## src/rtl/clip_tri_reader.sv

```systemverilog
// Reads clip-space vertices three at a time, rejects triangles wholly behind the eye,
// and streams surviving vertices to triangle setup on a valid/ready interface.
module clip_tri_reader #(
    parameter int unsigned       ADDR_W    = 32,
    parameter logic [ADDR_W-1:0] BASE_ADDR = '0
) (
    input  logic              clock,
    input  logic              reset,
    input  logic              start,
    input  logic [31:0]       count,
    output logic              done,
    output logic [ADDR_W-1:0] mem_read_addr,
    input  logic [31:0]       mem_read_data,
    output logic              out_valid,
    input  logic              out_ready,
    output logic [31:0]       out_x,
    output logic [31:0]       out_y,
    output logic [31:0]       out_z,
    output logic [31:0]       out_w,
    output logic              out_first,
    output logic              out_last,
    output logic [15:0]       cull_count
);

    localparam logic [2:0] S_IDLE  = 3'd0;
    localparam logic [2:0] S_READ  = 3'd1;
    localparam logic [2:0] S_DRAIN = 3'd2;
    localparam logic [2:0] S_EVAL  = 3'd3;
    localparam logic [2:0] S_EMIT  = 3'd4;
    localparam logic [2:0] S_NEXT  = 3'd5;

    logic [2:0]        state_q, state_d;
    logic [3:0]        word_q, word_d;
    logic [31:0]       tri_q, tri_d;
    logic [31:0]       ntri_q, ntri_d;
    logic [1:0]        v_q, v_d;
    logic [ADDR_W-1:0] addr_q, addr_d;
    logic [15:0]       cull_q, cull_d;
    logic              cap_en_q;
    logic [3:0]        cap_idx_q;
    logic [31:0]       vbuf_q [12];
    logic [31:0]       ntri_in;
    logic              all_behind;

    function automatic logic behind(input logic [31:0] w);
        return w[31] | (w[30:0] == 31'd0);
    endfunction

    assign ntri_in    = count / 32'd3;
    assign all_behind = behind(vbuf_q[3]) & behind(vbuf_q[7]) & behind(vbuf_q[11]);

    always_comb begin
        state_d = state_q;
        word_d  = word_q;
        tri_d   = tri_q;
        ntri_d  = ntri_q;
        v_d     = v_q;
        addr_d  = addr_q;
        cull_d  = cull_q;
        case (state_q)
            S_IDLE: begin
                if (start) begin
                    ntri_d = ntri_in;
                    cull_d = 16'd0;
                    if (ntri_in != 32'd0) begin
                        state_d = S_READ;
                        word_d  = 4'd0;
                        tri_d   = 32'd0;
                        addr_d  = BASE_ADDR;
                    end
                end
            end
            S_READ: begin
                word_d = word_q + 4'd1;
                // The last word's address is held; the next triangle advances it in S_NEXT.
                if (word_q == 4'd11) begin
                    state_d = S_DRAIN;
                end else begin
                    addr_d = addr_q + ADDR_W'(1);
                end
            end
            S_DRAIN: state_d = S_EVAL;
            S_EVAL: begin
                if (all_behind) begin
                    if (cull_q != 16'hFFFF) cull_d = cull_q + 16'd1;
                    state_d = S_NEXT;
                end else begin
                    state_d = S_EMIT;
                    v_d     = 2'd0;
                end
            end
            S_EMIT: begin
                if (out_ready) begin
                    if (v_q == 2'd2) state_d = S_NEXT;
                    else             v_d     = v_q + 2'd1;
                end
            end
            S_NEXT: begin
                tri_d = tri_q + 32'd1;
                if (tri_q + 32'd1 == ntri_q) begin
                    state_d = S_IDLE;
                end else begin
                    state_d = S_READ;
                    word_d  = 4'd0;
                    addr_d  = addr_q + ADDR_W'(1);
                end
            end
            default: state_d = S_IDLE;
        endcase
    end

    always_ff @(posedge clock) begin
        if (reset) begin
            state_q   <= S_IDLE;
            word_q    <= 4'd0;
            tri_q     <= 32'd0;
            ntri_q    <= 32'd0;
            v_q       <= 2'd0;
            addr_q    <= BASE_ADDR;
            cull_q    <= 16'd0;
            cap_en_q  <= 1'b0;
            cap_idx_q <= 4'd0;
            for (int i = 0; i < 12; i++) vbuf_q[i] <= 32'd0;
        end else begin
            state_q   <= state_d;
            word_q    <= word_d;
            tri_q     <= tri_d;
            ntri_q    <= ntri_d;
            v_q       <= v_d;
            addr_q    <= addr_d;
            cull_q    <= cull_d;
            // Read data lags the address by one cycle, so capture uses a delayed enable/index.
            cap_en_q  <= (state_q == S_READ);
            cap_idx_q <= word_q;
            if (cap_en_q) vbuf_q[cap_idx_q] <= mem_read_data;
        end
    end

    assign done          = (state_q == S_IDLE);
    assign mem_read_addr = addr_q;
    assign cull_count    = cull_q;
    assign out_valid     = (state_q == S_EMIT);
    assign out_first     = out_valid && (v_q == 2'd0);
    assign out_last      = out_valid && (v_q == 2'd2);
    assign out_x         = out_valid ? vbuf_q[{v_q, 2'b00}] : 32'd0;
    assign out_y         = out_valid ? vbuf_q[{v_q, 2'b01}] : 32'd0;
    assign out_z         = out_valid ? vbuf_q[{v_q, 2'b10}] : 32'd0;
    assign out_w         = out_valid ? vbuf_q[{v_q, 2'b11}] : 32'd0;

endmodule

```

## config.mk

```make
export PLATFORM = sky130hd
export DESIGN_NAME = clip_tri_reader
export DESIGN_NICKNAME = d
export VERILOG_FILES = /design/src/rtl/clip_tri_reader.sv
export SDC_FILE = /design/constraint.sdc
export NUM_CORES = 1
export LEC_CHECK = 0
export ABC_AREA = 1
export BUFFER_PORTS_ARGS = -buffer_cell sky130_fd_sc_hd__buf_4
export CAP_MARGIN = 0
export CORE_ASPECT_RATIO = 0.75
export CORE_MARGIN = 2
export CORE_UTILIZATION = 55
export CTS_CLUSTER_SIZE = 40
export DETAILED_ROUTE_END_ITERATION = 8
export PLACE_DENSITY = 0.74
export SETUP_SLACK_MARGIN = 0.4
export SYNTH_ARGS = -nofsm -noshare
export SYNTH_HDL_FRONTEND = slang
export SYNTH_SLANG_ARGS = --single-unit
```

## constraint.sdc

```tcl
create_clock -name clock -period 12.5 [get_ports clock]
set_clock_uncertainty 0.2 [all_clocks]
set_input_delay 2.5 -clock clock [delete_from_list [all_inputs] [get_ports clock]]
set_output_delay 2.5 -clock clock [all_outputs]
set_load 0.1 [all_outputs]
```

Yosys cells after proc, flatten, opt, wreduce, memory -nomap -nowiden:

Memory sizes are Yosys's and may differ from the RTL's. A register that Yosys moved wholly into a read port is not among the register bits.
Index checks and enable logic that the tools add are counted.

* $add $sub $neg: 5
* divide/modulo/power cells: 1
* equality and inequality tests: 20
* mux-type cells: 46
* bitwise gates (word level): 5
* reduce and logical (&&, ||, !) cells: 20

Operators with widths (count)
* 2-to-1 mux 32 bit: 9
* case mux 32 bit (3 select lines): 1
* zero test 31 bit: 3
* adder 32 x 1 -> 32 bit (second input constant): 2
* case mux 32 bit (2 select lines): 1
* 2-to-1 mux 16 bit: 3
* 2-to-1 mux 4 bit: 12
* divider 32 x 2 -> 32 bit (second input constant): 1
* == test 32 bit: 1
* case mux 16 bit (2 select lines): 1
* nonzero test 32 bit: 1
* OR reduction 32 bit: 1
* case mux 3 bit (6 select lines): 1
* adder 16 x 1 -> 16 bit (second input constant): 1
* inequality test 16 bit (second input constant): 1
* inequality test 2 bit (second input constant): 8
* 2-to-1 mux 3 bit: 5
* case mux 4 bit (3 select lines): 1
* AND reduction 4 bit: 3
* AND reduction 5 bit: 2
* 2-to-1 mux 1 bit: 8
* == test 3 x 2 -> 1 bit (second input constant): 2
* == test 3 bit (second input constant): 2
* 2-to-1 mux 2 bit: 3
* 16 further kinds: 24

* flip-flop bits (word level): 126
* memory bits (writable): 384
* input bits: 68
* memories kept: 1

Memories
* vbuf_q: words 12, bits a word 32, rd ports 7, clocked after memory_dff 4, wr ports 12, RTL line 41 `logic [31:0] vbuf_q [12];`

Longest topological paths before layout:

An unclocked memory read counts as a cell.

* depth after elaboration: 9
* depth in mapped cells: 89
* mapped depth without buffers: 89

Worst setup path after synthesis:

No wires, ideal clock.

* path kind: in2reg
* from: input port count[30]
* to: register addr_q[10], in the netlist mem_read_addr[10]
* arrival: 10.029 ns
* data required time: 12.230 ns
* slack: 2.201 ns
* stages on the path: 77
* path buffers: 1
* path through: inv_1 -> nand2_1 -> o21ai_1 -> nand2_1 -> o21ai_1 -> nand2_1 -> o21ai_1 -> nand3_1 -> nand2_1 -> nand2_2 -> o21ai_1 -> nand2_1 -> o21ai_1 -> nand2_1 -> o21ai_1 -> nand2_1 -> o21ai_1 -> nand2_1 -> (+41 left out) -> inv_1 -> o21bai_1 -> nand2_1 -> a21oi_1 -> nor2_1 -> ha_1 -> inv_1 -> nand2_2 -> inv_2 -> nand2_4 -> nand2_1 -> nand3_1 -> nor2_4 -> nand4_4 -> nand3_4 -> buf_8 -> nand2_1 -> a21oi_2

* cells in the longest elaborated chain, start to end: 4

RTL lines
* from (decl): RTL line 10 `input logic [31:0] count,`
* divider 32 x 2 -> 32 bit: RTL line 49 `assign ntri_in = count / 32'd3;`
* nonzero test 32 bit: RTL line 65 `if (ntri_in != 32'd0) begin`
* inequality test 2 x 1 -> 1 bit (no line)
* AND reduction 5 bit (no line)
* to (signal assigned): RTL line 130 `addr_q <= addr_d;`
* to (decl): RTL line 37 `logic [ADDR_W-1:0] addr_q, addr_d;`

No other way between the ends.
A chain may end at the register's enable or synchronous reset.

Worst setup path after layout:

* from: input port count[30]
* to: register addr_q[25], in the netlist mem_read_addr[25]

The elaborated chain is that of the path after synthesis.

==> flow_summary.ini <==
[critical_path]
critical-path-slowest-cell = nand4_4
worst_ep_required_time_ns = 12.78
crit_start = count[30]
crit_buf_inv = 10
r2r-start = tri_q[0]
r2r-end = mem_read_addr[1]
max_stage_delay_ns = 0.26
worstPathMaxFanout = 17
cp_common_cell = nand2_1
cp_num_cells = 81
start_kind = input port
critPathCaptureType = register
crit_type = input port to register
cp_top_family = simple AND/OR/NAND/NOR gates
rrSetupSlack_ns = 6.52
worstPathArrival_ns = 11.45
reg2reg_depth = 32
cp-endpoint = mem_read_addr[25]

[global_routing]
grt_usage_pct = 29.19
grt_start_max_net_pins = 135
use_met1_pct = 41.76
grt-ovfl-total = 0
busiest_layer = met2
antenna_found_initial = 0
grt_pass1_wl_mm = 128.3
gr-usage-met3_pct = 5.194
gr-usage-met2_pct = 45.22
grt_pass1_vias = 23380

[synth]
synth_seq_area_share_pct = 59.36
yosys_warnings = 0
syn_area_per_cell_um2 = 9.017
mappedNetlistNets = 3422
yosys_most_used_dff = edfxtp_1
netlist_area_mm2 = 0.03018
ys_types = 55
synth_edf_count = 512
ys_ff_latch = 639
syn-instance-count = 3347
synthArstFlopShare_pct = 0
synth_top_area_cell = edfxtp_1
ys_top_cells_by_area = edfxtp_1, nor2_1, dfxtp_1
synth_top_area_share_pct = 50.94

[layout]
most-common-layout-cells = nor2_1, edfxtp_1, o21ai_0
n_antenna_cell = 0
nets = 3576
final_common_cell = nor2_1
drive_above_1_share_pct = 14.28
area.growth.synth_to_final_pct = 14.80

[sta]
tns_ns = 0
timing.final.crit_share_pct = 89.35
finalSetupViolCount = 0
tightestPinTransition_ns = 1.230
slew_headroom_pct = 18.02
fmax_mhz = 89.54
slew_violations = 0
rsz0062_at_grt = no
hold_viol_final = 0
period_needed_ns = 11.17

[floorplanning]
rows = 74
start_util_pct = 55.53
io_pins = 248
die-area_mm2 = 0.05678
die_h_um = 206.9
core_area_mm2 = 0.05435
dieWidth_um = 274.5

[cts]
cts_root_buffer = clkbuf_16
cts_sinks = 639
cts-htree-levels = 2
cts_buffers = 61
postCtsHoldBufs = 0
worstSkewPairLatency_ns = 0.65
clk_path_buf_depth = 3
clkTransAtPathRegs_ns = 0.06
tritoncts = yes

[route]
dr.pass1.iters = 6
wl_per_cell_um = 20.00
ant_nets = 0
viasPerCell = 5.821
drc_errors = 0
drt_wl_total_mm = 85.45
vias = 24870
drt_iter0_drc = 2894

[power]
p_per_area_mw_per_mm2 = 140.1
p_total_mw = 4.854
power_leakage_nw = 13.34
ir_drop_mv = 0.1135

[run]
max_cap_violations = 0

[min_path]
hold_path.class = register to register

[placed_design]
place.port_buffers = 247
dp_hpwl_mm = 51.97
gp_congestion = 0.8948

[run_status]
outcome = finished, final reports clean
through the flow:
stage	area [um^2]	setup WS, ns	utilization (%)	hold WS (ns)	cells
CTS	34410	0.9783	63.31	0.2757	4262
floorplan	30180	2.201	-	0.2376	3347
finish	34650	1.332	63.75	0.2760	4273
detailed placement	32400	0.3336	59.62	0.2644	4149
global route	34650	0.3321	63.75	0.2996	4273
global placement	32400	1.077	59.62	0.2607	4149
cells in the mapped netlist, drive strengths merged, types with 2 or more instances:
| master | count |
|---|---|
| dlygate4sd3 | 3 |
| nor3 | 39 |
| clkbuf | 178 |
| a31oi | 9 |
| o22ai | 11 |
| nand4 | 55 |
| edfxtp | 512 |
| nand3b | 8 |
| xor2 | 49 |
| nand3 | 76 |
| inv | 239 |
| a21oi | 238 |
| o211ai | 2 |
| dfxtp | 127 |
| nor2 | 1039 |
| buf | 17 |
| ha | 7 |
| nand2 | 319 |
| nor3b | 2 |
| o21bai | 8 |
| o21ai | 330 |
| a211oi | 2 |
| xnor2 | 21 |
| or2 | 6 |
| o2111ai | 2 |
| dlygate4sd1 | 5 |
| clkinv | 3 |
| nor4 | 32 |
routing by layer:
layer / wire length, um / part of all wire (%)
met5: 92 / 0.11
met4: 2316 / 2.7
met1: 35320 / 41
met3: 8916 / 10
met2: 38810 / 45
power by group:
part           internal, mW  switching [mW]  total (mW)
Combinational         0.157           0.418       0.575
Sequential             2.36          0.0302        2.39
Clock                  1.06           0.825        1.89
Total                  3.58            1.27        4.85
registers in the layout, indices dropped and copies added, names as in the netlist, named ones only:
| signal | cells |
|---|---|
| tri_q | 32 |
| v_q | 2 |
| ntri_q | 31 |
| cap_en_q | 1 |
| vbuf_q | 512 |
| mem_read_addr | 32 |
| cap_idx_q | 4 |
| word_q | 4 |
| cull_count | 16 |
| state_q | 3 |
repair_timing:
action	in CTS	in global routing
resized for setup	0	28
buffers inserted	0	7
endpoints found under the setup margin	0	70
kinds of logic (layout without fill, tap and decap cells):
family,after synthesis,count (layout),share of synthesized area (%)
simple gates,1578,1581,21.62
fa+ha+maj,7,7,0.2902
xor+xnor,70,70,2.031
buf+inv,445,646,5.874
flops,639,639,59.36
compound gates,608,608,10.82
tightest hold or removal path: stages (launching register included):
cell,delay (ns)
dfxtp_1,0.31
nand2_1,0.06
a21oi_1,0.07
layout make-up:
type	count	area, um^2
fill	4384	19700
sequential	639	17920
multi-input combinational	2266	10670
timing repair buffer	291	2226
clock buffer	73	1572
inverter	242	918.4
tap	722	903.4
clock inverter	40	435.4
how the worst min path moves through the flow:
stage,startpoint,to,cells past startpoint
floorplan,word_q[3],cap_idx_q[3],2
global placement,word_q[1],cap_idx_q[1],2
detailed placement,v_q[0],register,2
CTS,v_q[0],register,2
global route,ntri_q[18],ntri_q[18],2
finish,v_q[0],register,2
No activity file was read; power rests on OpenSTA's default activity.
